[src/rtl/lbist_pkg.sv]
// Shared types and constants for the multi-CUT LBIST sequencer.
package lbist_pkg;

    typedef enum logic [2:0] {
        IDLE,
        LOAD,
        RUN,
        COMP,
        DONE
    } lbist_mc_state_e;

    localparam logic LBIST_MODE_RUN_ALL      = 1'b0;
    localparam logic LBIST_MODE_STOP_ON_FAIL = 1'b1;

endpackage

[src/rtl/lbist_chan_tracker.sv]
// Per-CUT channel bookkeeping: seed/hash-count handshake flags and the
// captured MISR signature for the seed currently in flight.
module lbist_chan_tracker #(
    parameter int SIGNATURE_BITS = 32
) (
    input  logic                      clk,
    input  logic                      reset_n,
    input  logic                      load_active,
    input  logic                      run_active,
    input  logic                      lfsr_resp_rdy,
    input  logic                      misr_req_rdy,
    input  logic                      misr_resp_val,
    input  logic [SIGNATURE_BITS-1:0] misr_resp_msg,
    output logic                      lfsr_resp_val,
    output logic                      misr_req_val,
    output logic                      misr_resp_rdy,
    output logic                      load_done,
    output logic                      sig_valid,
    output logic [SIGNATURE_BITS-1:0] sig
);

    logic                      lfsr_done_reg;
    logic                      misr_done_reg;
    logic                      sig_valid_reg;
    logic [SIGNATURE_BITS-1:0] sig_reg;
    logic                      lfsr_fire;
    logic                      misr_fire;
    logic                      sig_fire;

    assign lfsr_resp_val = load_active && !lfsr_done_reg;
    assign misr_req_val  = load_active && !misr_done_reg;
    assign misr_resp_rdy = run_active && !sig_valid_reg;

    assign lfsr_fire = lfsr_resp_val && lfsr_resp_rdy;
    assign misr_fire = misr_req_val && misr_req_rdy;
    assign sig_fire  = misr_resp_val && misr_resp_rdy;

    // Include this cycle's fires so the FSM can leave LOAD/RUN without a bubble.
    assign load_done = (lfsr_done_reg || lfsr_fire) && (misr_done_reg || misr_fire);
    assign sig_valid = sig_valid_reg || sig_fire;
    assign sig       = sig_reg;

    // Flags self-clear whenever the owning state is left.
    always_ff @(posedge clk or negedge reset_n) begin
        if (!reset_n) begin
            lfsr_done_reg <= 1'b0;
            misr_done_reg <= 1'b0;
            sig_valid_reg <= 1'b0;
            sig_reg       <= '0;
        end else begin
            lfsr_done_reg <= load_active && (lfsr_done_reg || lfsr_fire);
            misr_done_reg <= load_active && (misr_done_reg || misr_fire);
            sig_valid_reg <= run_active && (sig_valid_reg || sig_fire);
            if (sig_fire) begin
                sig_reg <= misr_resp_msg;
            end
        end
    end

endmodule

[src/rtl/lbist_controller_mc.sv]
// Multi-CUT LBIST sequencer: loads each seed into all CUTs, collects their
// MISR signatures and records per-seed/per-CUT pass bits against golden values.
module lbist_controller_mc
    import lbist_pkg::*;
#(
    parameter int SEED_BITS           = 32,
    parameter int SIGNATURE_BITS      = 32,
    parameter int NUM_SEEDS           = 8,
    parameter int NUM_CUTS            = 2,
    parameter int NUM_HASHES          = 8,
    parameter int MAX_OUTPUTS_TO_HASH = 32,
    parameter int TIMEOUT_CYCLES      = 1024,
    parameter logic [NUM_SEEDS-1:0][SEED_BITS-1:0] LFSR_SEEDS = '0,
    parameter logic [NUM_SEEDS-1:0][NUM_CUTS-1:0][SIGNATURE_BITS-1:0] SIGNATURES = '0,
    localparam int MISR_MSG_BITS = $clog2(MAX_OUTPUTS_TO_HASH)
) (
    input  logic                               clk,
    input  logic                               reset_n,
    input  logic                               lbist_req_val,
    output logic                               lbist_req_rdy,
    input  logic                               lbist_req_msg,
    output logic                               lbist_resp_val,
    input  logic                               lbist_resp_rdy,
    output logic [NUM_SEEDS*NUM_CUTS:0]        lbist_resp_msg,
    output logic [NUM_CUTS-1:0]                lfsr_resp_val,
    input  logic [NUM_CUTS-1:0]                lfsr_resp_rdy,
    output logic [SEED_BITS-1:0]               lfsr_resp_msg,
    output logic [NUM_CUTS-1:0]                misr_req_val,
    input  logic [NUM_CUTS-1:0]                misr_req_rdy,
    output logic [MISR_MSG_BITS:0]             misr_req_msg,
    input  logic [NUM_CUTS-1:0]                misr_resp_val,
    output logic [NUM_CUTS-1:0]                misr_resp_rdy,
    input  logic [NUM_CUTS*SIGNATURE_BITS-1:0] misr_resp_msg,
    output logic                               lfsr_cut_reset
);

    localparam int SEED_IDX_W = $clog2(NUM_SEEDS) + 1;
    localparam int TIMER_W    = $clog2(TIMEOUT_CYCLES);
    localparam int PASS_W     = NUM_SEEDS * NUM_CUTS;
    localparam logic [SEED_IDX_W-1:0] LAST_SEED = SEED_IDX_W'(NUM_SEEDS - 1);
    localparam logic [TIMER_W-1:0]    LAST_TICK = TIMER_W'(TIMEOUT_CYCLES - 1);

    lbist_mc_state_e            state_reg, state_next;
    logic [SEED_IDX_W-1:0]      seed_idx_reg, seed_idx_next;
    logic [TIMER_W-1:0]         timer_reg, timer_next;
    logic [PASS_W-1:0]          pass_reg, pass_next;
    logic                       aborted_reg, aborted_next;
    logic                       mode_reg, mode_next;
    logic                       out_en_reg;

    logic                       load_active;
    logic                       run_active;
    logic [NUM_CUTS-1:0]        load_done_vec;
    logic [NUM_CUTS-1:0]        sig_valid_vec;
    logic [NUM_CUTS-1:0]        match_vec;
    logic [NUM_CUTS-1:0][SIGNATURE_BITS-1:0] sig_vec;
    logic [NUM_CUTS-1:0][SIGNATURE_BITS-1:0] golden_sel;
    logic [SEED_BITS-1:0]       seed_sel;

    assign load_active = (state_reg == LOAD);
    assign run_active  = (state_reg == RUN);

    genvar gi;
    generate
        for (gi = 0; gi < NUM_CUTS; gi++) begin : g_chan
            lbist_chan_tracker #(
                .SIGNATURE_BITS (SIGNATURE_BITS)
            ) u_tracker (
                .clk           (clk),
                .reset_n       (reset_n),
                .load_active   (load_active),
                .run_active    (run_active),
                .lfsr_resp_rdy (lfsr_resp_rdy[gi]),
                .misr_req_rdy  (misr_req_rdy[gi]),
                .misr_resp_val (misr_resp_val[gi]),
                .misr_resp_msg (misr_resp_msg[gi*SIGNATURE_BITS +: SIGNATURE_BITS]),
                .lfsr_resp_val (lfsr_resp_val[gi]),
                .misr_req_val  (misr_req_val[gi]),
                .misr_resp_rdy (misr_resp_rdy[gi]),
                .load_done     (load_done_vec[gi]),
                .sig_valid     (sig_valid_vec[gi]),
                .sig           (sig_vec[gi])
            );
            assign match_vec[gi] = (sig_vec[gi] == golden_sel[gi]);
        end
    endgenerate

    // Table lookup as a compare-mux so the index width never has to match the table depth.
    always_comb begin
        seed_sel   = '0;
        golden_sel = '0;
        for (int s = 0; s < NUM_SEEDS; s++) begin
            if (seed_idx_reg == SEED_IDX_W'(s)) begin
                seed_sel   = LFSR_SEEDS[s];
                golden_sel = SIGNATURES[s];
            end
        end
    end

    always_ff @(posedge clk or negedge reset_n) begin
        if (!reset_n) begin
            state_reg    <= IDLE;
            seed_idx_reg <= '0;
            timer_reg    <= '0;
            pass_reg     <= '0;
            aborted_reg  <= 1'b0;
            mode_reg     <= LBIST_MODE_RUN_ALL;
            out_en_reg   <= 1'b0;
        end else begin
            state_reg    <= state_next;
            seed_idx_reg <= seed_idx_next;
            timer_reg    <= timer_next;
            pass_reg     <= pass_next;
            aborted_reg  <= aborted_next;
            mode_reg     <= mode_next;
            out_en_reg   <= 1'b1;
        end
    end

    always_comb begin
        state_next    = state_reg;
        seed_idx_next = seed_idx_reg;
        timer_next    = timer_reg;
        pass_next     = pass_reg;
        aborted_next  = aborted_reg;
        mode_next     = mode_reg;
        case (state_reg)
            IDLE: begin
                if (lbist_req_val && lbist_req_rdy) begin
                    mode_next     = lbist_req_msg;
                    pass_next     = '0;
                    aborted_next  = 1'b0;
                    seed_idx_next = '0;
                    state_next    = LOAD;
                end
            end
            LOAD: begin
                if (&load_done_vec) begin
                    timer_next = '0;
                    state_next = RUN;
                end
            end
            RUN: begin
                timer_next = timer_reg + TIMER_W'(1);
                if (&sig_valid_vec) begin
                    state_next = COMP;
                end else if (timer_reg == LAST_TICK) begin
                    aborted_next = 1'b1;
                    state_next   = DONE;
                end
            end
            COMP: begin
                for (int s = 0; s < NUM_SEEDS; s++) begin
                    for (int c = 0; c < NUM_CUTS; c++) begin
                        if (seed_idx_reg == SEED_IDX_W'(s)) begin
                            pass_next[s*NUM_CUTS + c] = match_vec[c];
                        end
                    end
                end
                if (seed_idx_reg == LAST_SEED) begin
                    state_next = DONE;
                end else if ((mode_reg == LBIST_MODE_STOP_ON_FAIL) && !(&match_vec)) begin
                    aborted_next = 1'b1;
                    state_next   = DONE;
                end else begin
                    seed_idx_next = seed_idx_reg + SEED_IDX_W'(1);
                    state_next    = LOAD;
                end
            end
            DONE: begin
                if (lbist_resp_rdy) begin
                    state_next = IDLE;
                end
            end
            default: state_next = IDLE;
        endcase
    end

    // out_en_reg keeps req_rdy low while reset is held and releases it one cycle after.
    assign lbist_req_rdy  = (state_reg == IDLE) && out_en_reg;
    assign lbist_resp_val = (state_reg == DONE);
    assign lbist_resp_msg = {aborted_reg, pass_reg};
    assign lfsr_resp_msg  = load_active ? seed_sel : '0;
    assign misr_req_msg   = (MISR_MSG_BITS + 1)'(NUM_HASHES);
    assign lfsr_cut_reset = (state_reg == COMP);

endmodule
[config.mk]
export PLATFORM = sky130hd
export DESIGN_NAME = lbist_controller_mc
export DESIGN_NICKNAME = d
export VERILOG_FILES = /design/src/rtl/lbist_pkg.sv /design/src/rtl/lbist_chan_tracker.sv /design/src/rtl/lbist_controller_mc.sv
export SDC_FILE = /design/constraint.sdc
export NUM_CORES = 1
export LEC_CHECK = 0
export BUFFER_PORTS_ARGS = -buffer_cell sky130_fd_sc_hd__buf_4
export CAP_MARGIN = 5
export CORE_UTILIZATION = 56
export DETAILED_ROUTE_END_ITERATION = 6
export GPL_ROUTABILITY_DRIVEN = 0
export PLACE_DENSITY = 0.91
export SLEW_MARGIN = 20
export SYNTH_ARGS = -nofsm -noshare
export SYNTH_HDL_FRONTEND = slang
export SYNTH_SLANG_ARGS = --single-unit
export TNS_END_PERCENT = 100
[constraint.sdc]
create_clock -name clk -period 5.3 [get_ports clk]
set_clock_uncertainty 0.1 [all_clocks]
set_input_delay 1.06 -clock clk [delete_from_list [all_inputs] [get_ports clk]]
set_output_delay 1.06 -clock clk [all_outputs]
set_load 0.03 [all_outputs]
==> summary.md, run 1 <==
| Metric | Value |
|---|---|
| Status | complete, no violations |
| Die area | 9310 um^2 |
| Clk sinks | 106 |
| Number of synthesized register bits | 106 |
| TritonCTS Buffers | 9 |
| Critical path class | register to output port |
| Netlist Area Pre-Place | 5000 um^2 |
| RR Endpoint | g_chan[1].u_tracker.sig[29]$_DFFE_PN0P_ |
| Internal | 0.00171 W |
| Synth unique cells | 49 |
| Hold path endpoint | timer_reg[6]$_DFFE_PN0P_ |
| PwrDens | 453 nW/um^2 |
| RSZ-0062 raised after global routing | false |
| CTS max path bufs | 2 |
| Worst Path Max Fanout | 16 |
| DRC | 0 |
| Number of synthesized flops with an enable pin | 0 |
| Leak pwr | 2.81 nW |
| R2r startpoint | state_reg[2]$_DFFE_PN0P_ |
| F_max | 326 MHz |
| Setup bufs post-CTS | 0 |
| CP Capture Type | output port |
| Min Tclk post-route | 3.07 ns |
| Top post-synthesis cells by area | dfrtp_1 (53%), mux2_2 (16%), buf_4 (6.9%) |
| Endpoints failing setup | 0 |
| DR iter-0 viols | 136 |
| Clk_lat worst skew | 0.37 ns |
| Async S/R FF share, synth | 1.00 |
| Combinational fraction of design power | 0.328 |
| Total power | 0.00262 W |
| Cts repair resizes | 0 |
| Share of layout cells above drive strength 1 | 0.394 |
| CTS tree | yes |
| Synthesized instance count | 411 |
| Vias in the first global route | 3,317 |
| Die Y | 96.5 um |
| IO Count | 139 |
| Ys Warns | 0 |
| Worst hold path type | register to register |
| Die width | 96.5 um |
| Synth area leader | dfrtp_1 |
| Maximum number of pins on one net before global-route repair | 63 |
| Area grow syn2layout | 15.7% |
| Core Region | 8680 um^2 |
| Hold-fix buffers, CTS | 0 |
| Ant diodes | 0 |
| Hold Crit Start | timer_reg[6]$_DFFE_PN0P_ |
| Port buffer count | 100 |
| Setup tns final | 0 ns |
| Flip-flop count of the largest register after layout | 64 |
| CP arrival | 1.91 ns |
| Initial antenna violation count | 0 |
| Total Routed Length | 9560 um |
| Slew HR | 0.391 |
| Drt via density | 5.50 |
| Post-layout util | 0.666 |
| Worst-margin pin slew | 0.906 ns |
| H-tree level count | 3 |
| Peak VDD IR | 0.000301 V |
| Final Max Slew Viols | 0 |
| Clk pwr share | 0.173 |
| Max Cap Viol | 0 |
| Row count | 34 |
| Clk slew on worst S/H paths | 0.10 ns |
| Starting Density | 0.576 |
| Yosys top cell area share | 0.531 |
| Fin. Hold Viols | 0 |
| Period utilization | 0.579 |
| Wire length per cell | 15.6 um |
| First-pass GRT wire length | 15,400 um |
| Top_reg_cell synth | dfrtp_1 |
| Worst slack, placed | 2.62 ns |
| Final hold slack | 0.396 ns |
| Sequential element share of the synthesized area | 0.531 |
| Gr usage total | 0.220 |
| Avg Cell Area, Syn | 12.2 um^2 |
| Routed vias | 3,371 |
| Final nets | 580 |
| DR pass1 iterations | 4 |
| Routed Antenna Nets | 0 |
| P_sw | 0.000908 W |
| Reg-to-reg slack, setup | 2.79 ns |
| Hold path depth | 1 |
| Part of the power in registers | 0.499 |
| CTS root buf | clkbuf_8 |
| Post-route setup slack | 2.23 ns |
| Grt total ovfl | 0 |
| Worst Path Required | 4.14 ns |
| Sw Share | 0.347 |
| Worst R2R Path Depth | 4 |
| Startpoint types | register |
| Post-DP HPWL | 7070 um |
[worst max-delay path, cell delays in order, from the launching register on]
cell and delay (ns):
dfrtp_1 0.47, or3b_1 0.68, nor2_4 0.21, buf_4 0.18
[cells by family after synthesis]
logic type | after synthesis | synth area share
flops | 106 | 0.531
simple gates | 101 | 0.114
mux | 80 | 0.180
buf+inv | 63 | 0.0874
compound gates | 54 | 0.0734
fa+ha+maj | 5 | 0.0125
other cells | 2 | 0.00150
[final cells by class]
class / instances / area [um^2]
clock buffer: 10 / 128
clock inverter: 6 / 48.8
fill: 626 / 2900
inverter: 3 / 11.3
multi-input combinational: 279 / 2050
sequential: 106 / 2650
tap: 108 / 135
timing repair buffer: 101 / 758
[cell usage in the layout, fill, tap and decap left out, types with 2 or more instances in the layout]
cell	netlist	layout
a311oi_1	2	2
nand4_1	7	7
a211oi_1	4	4
clkinv_4	0	3
or3_1	2	2
inv_1	3	3
mux2_2	72	72
a31oi_1	2	2
nor2_4	2	2
o21ai_0	3	3
mux2_1	8	8
nor2_1	22	22
nor4_1	17	17
nor2b_1	3	3
buf_4	46	101
and4_1	3	3
ha_1	5	5
conb_1	2	39
o22ai_1	2	2
dfrtp_1	106	106
clkbuf_8	0	9
and2_1	4	4
inv_6	0	2
a41o_1	2	2
nand2_2	2	2
and3_1	6	6
nor3_1	4	4
nand2_1	16	16
o21ai_1	14	14
nand3_1	4	4
or3b_1	2	2
a21oi_1	15	15
[layer usage]
metal  vias to the layer above  track usage  wire length [um]
met1                      1670        0.277              4020
met2                       115        0.366              4910
met3                        12       0.0556               470
met4                         0       0.0821               165
li1                       1574            -                 -
met5                         -            0                 0
[cells in the mapped netlist, drive strengths merged (4+ instances only)]
master and instances:
nor4 17, mux2 80, and3 6, a211oi 4
ha 5, dfrtp 106, o21ai 17, and2 4
nand3 4, nor3 4, a21oi 16, buf 58
nor2 24, nand4 7, nand2 18
[power by group through the flow]
stage	logic (W)	clock network (W)	registers, W
2_1_floorplan	0.000745	0	0.00125
3_3_place_gp	0.000817	0	0.00129
3_5_place_dp	0.000861	0	0.00132
4_1_cts	0.000863	0.000467	0.00130
5_1_grt	0.000939	0.000501	0.00134
6_report	0.000859	0.000454	0.00130
[metrics by stage]
step | std cells | instance area (um^2)
finish | 613 | 5780
global route | 613 | 5780
CTS | 613 | 5780
detailed placement | 597 | 5600
global placement | 597 | 5600
floorplan | 448 | 5140
[how the worst max path moves through the flow]
stage | slack, ns | to | from
floorplan | 2.88 | lbist_resp_val | state_reg[1]$_DFFE_PN0P_
CTS | 2.20 | misr_resp_rdy[1] | state_reg[2]$_DFFE_PN0P_
detailed placement | 2.62 | pass_reg[15]$_DFFE_PN0P_ | lbist_req_val
global placement | 2.69 | pass_reg[15]$_DFFE_PN0P_ | lbist_req_val
finish | 2.23 | misr_resp_rdy[1] | state_reg[2]$_DFFE_PN0P_
global route | 2.13 | misr_resp_rdy[1] | state_reg[2]$_DFFE_PN0P_
(Power assumes the default switching activity.)
==> inputs of run 2 (changes only) <==
--- a/config.mk
+++ b/config.mk
@@ -7,10 +7,10 @@
 export LEC_CHECK = 0
 export BUFFER_PORTS_ARGS = -buffer_cell sky130_fd_sc_hd__buf_4
 export CAP_MARGIN = 5
-export CORE_UTILIZATION = 56
+export CORE_UTILIZATION = 47
 export DETAILED_ROUTE_END_ITERATION = 6
 export GPL_ROUTABILITY_DRIVEN = 0
-export PLACE_DENSITY = 0.91
+export PLACE_DENSITY = 0.82
 export SLEW_MARGIN = 20
 export SYNTH_ARGS = -nofsm -noshare
 export SYNTH_HDL_FRONTEND = slang
==> constraint.sdc (replaced) <==
create_clock -name clk -period 2.5 [get_ports clk]
set_clock_uncertainty 0.1 [all_clocks]
set_input_delay 0.5 -clock clk [delete_from_list [all_inputs] [get_ports clk]]
set_output_delay 0.5 -clock clk [all_outputs]
set_load 0.03 [all_outputs]
==> summary.md, run 2 (synthesis gave the netlist of run 1 again) <==
| Metric | Value |
|---|---|
| Final nets | 589 (was 580) |
| H-tree level count | 3 (unchanged) |
| Most frequent cells in the layout | buf_4 (109), dfrtp_1 (106), mux2_2 (72) (was dfrtp_1 (106), buf_4 (101), mux2_2 (72)) |
| Final Max Slew Viols | 0 (unchanged) |
| Fin. Hold Viols | 0 (unchanged) |
| Clk_lat worst skew | 0.37 ns (about the same) |
| Core Region | 10,300 um^2 (was 8680 um^2) |
| Cts repair resizes | 0 (unchanged) |
| Status | complete, no violations (unchanged) |
| Worst Path Max Fanout | 9 (was 16) |
| Post-DP HPWL | 7250 um (was 7070 um) |
| F_max | 428 MHz |
| Peak VDD IR | 0.000468 V (was 0.000301 V) |
| Slew HR | 0.574 (was 0.391) |
| Critical path class | register to register (was register to output port) |
| Most common cell after layout, fill and taps aside | buf_4 (was dfrtp_1) |
| Share of layout cells above drive strength 1 | 0.405 (was 0.394) |
| Endpoints failing setup | 0 (unchanged) |
| DRC | 0 (unchanged) |
| Maximum number of pins on one net before global-route repair | 50 (was 63) |
| RSZ-0062 raised after global routing | false (unchanged) |
| Clk sinks | 106 (unchanged) |
| Clk slew on worst S/H paths | 0.11 ns (was 0.10 ns) |
| Buffers & Inverters on Critical Path | 0 (was 1) |
| Leak pwr | 2.87 nW (was 2.81 nW) |
| Setup tns final | 0 ns (unchanged) |
| Crit-path cells | nor4_1 -> nand4_1 -> o41ai_4 -> a311oi_1 -> a31o_1 (was or3b_1 -> nor2_4 -> buf_4) |
| Worst hold path type | input port to async pin (was register to register) |
| First-pass GRT wire length | 16,400 um (was 15,400 um) |
| Routed Antenna Nets | 0 (unchanged) |
| Total Routed Length | 9710 um (was 9560 um) |
| Worst R2R Path Depth | 5 (was 4) |
| CTS root buf | clkbuf_8 (unchanged) |
| Ant diodes | 0 (unchanged) |
| Grt total ovfl | 0 (unchanged) |
| CP arrival | 2.50 ns (was 1.91 ns) |
| Worst Path Required | 2.66 ns (was 4.14 ns) |
| CP Capture Type | register (was output port) |
| Area grow syn2layout | 18.4% (was 15.7%) |
| Hold-fix buffers, CTS | 0 (unchanged) |
| DR pass1 iterations | 4 (unchanged) |
| Die Y | 105 um (was 96.5 um) |
| TritonCTS Buffers | 9 (unchanged) |
| Row count | 37 (was 34) |
| CP Depth | 5 (was 3) |
| Cell family with most CP delay | compound AO/OA/AOI/OAI gates (was simple AND/OR/NAND/NOR gates) |
| Vias in the first global route | 3,437 (was 3,317) |
| Starting Density | 0.484 (was 0.576) |
| Worst path slowest cell | o41ai_4 (was or3b_1) |
| PwrDens | 964 nW/um^2 (was 453 nW/um^2) |
| Routed vias | 3,348 (was 3,371) |
| Worst-margin pin slew | 0.640 ns (was 0.906 ns) |
| Period utilization | 0.933 |
| Die area | 11,000 um^2 (was 9310 um^2) |
| Setup bufs post-CTS | 0 (unchanged) |
| Max Cap Viol | 0 (unchanged) |
| Initial antenna violation count | 0 (unchanged) |
| Gr usage total | 0.189 (was 0.220) |
| CTS max path bufs | 2 (unchanged) |
| Startpoint types | register (unchanged) |
| Wire length per cell | 15.0 um (was 15.6 um) |
| Min Tclk post-route | 2.33 ns |
| Port buffer count | 100 (unchanged) |
| IO Count | 139 (unchanged) |
| DR iter-0 viols | 155 (was 136) |
| Die width | 105 um (was 96.5 um) |
| CTS tree | yes (unchanged) |
| Final hold slack | 0.0259 ns (was 0.396 ns) |
| Drt via density | 5.16 (was 5.50) |
| Largest incremental delay on the critical path | 0.66 ns (was 0.68 ns) |
| Flip-flop count of the largest register after layout | 64 (unchanged) |
-- run 2: cell count changes in the layout (fill, tap and decap cells not counted), sizes merged --
| cell | change |
|---|---|
| bufinv | +1 |
| buf | +9 |
| clkinv | -2 |
| clkbuf | -1 |
| clkinvlp | +1 |
-- run 2: worst paths after layout --
kind | from | endpoint | slack (ns)
min in group clk | lbist_req_msg | mode_reg$_DFFE_PN0P_ | 0.23
hold / removal | reset_n | pass_reg[4]$_DFFE_PN0P_ | 0.03
setup reg to reg | g_chan[0].u_tracker.sig[4]$_DFFE_PN0P_ | seed_idx_reg[1]$_DFFE_PN0P_ | 0.17
setup / recovery | g_chan[0].u_tracker.sig[4]$_DFFE_PN0P_ | seed_idx_reg[1]$_DFFE_PN0P_ | 0.17
hold reg to reg | g_chan[1].u_tracker.sig[29]$_DFFE_PN0P_ | g_chan[1].u_tracker.sig[29]$_DFFE_PN0P_ | 0.40
max in group asynchronous | reset_n | g_chan[1].u_tracker.sig[26]$_DFFE_PN0P_ | 1.58
-- run 2: area by class of cell --
class | count | area (um^2)
clock buffers | 9 | 124
clock inverters | 6 | 75.1
fillers | 871 | 4410
inverters | 3 | 11.3
multi-input cells | 279 | 2050
flip-flops and latches | 106 | 2650
well taps | 136 | 170
repair buffers | 110 | 838
-- run 2: metrics by stage --
| stage | area, um^2 | utilization | setup WS [ns] | instances | total power (W) |
|---|---|---|---|---|---|
| global placement | 5720 | 0.554 | 0.336 | 634 | 0.00454 |
| floorplan | 5140 | - | 0.335 | 448 | 0.00422 |
| finish | 5920 | 0.573 | 0.166 | 649 | 0.00570 |
| detailed placement | 5720 | 0.554 | 0.213 | 634 | 0.00468 |
| global route | 5920 | 0.573 | 0.0466 | 649 | 0.00606 |
| CTS | 5920 | 0.573 | 0.152 | 649 | 0.00574 |
-- run 2: power by group --
part	internal, W	switching, W	leakage [nW]
combinational	0.000941	0.000925	1.43
clock	0.000472	0.000599	0.0978
sequential	0.00235	0.000421	1.34
-- run 2: routing by layer --
layer / wire, um / track usage / vias to the layer above
li1: - / - / 1593
met3: 415 / 0.0362 / 13
met1: 4030 / 0.232 / 1649
met2: 5110 / 0.325 / 93
met5: 0 / 0 / -
met4: 157 / 0.0825 / 0
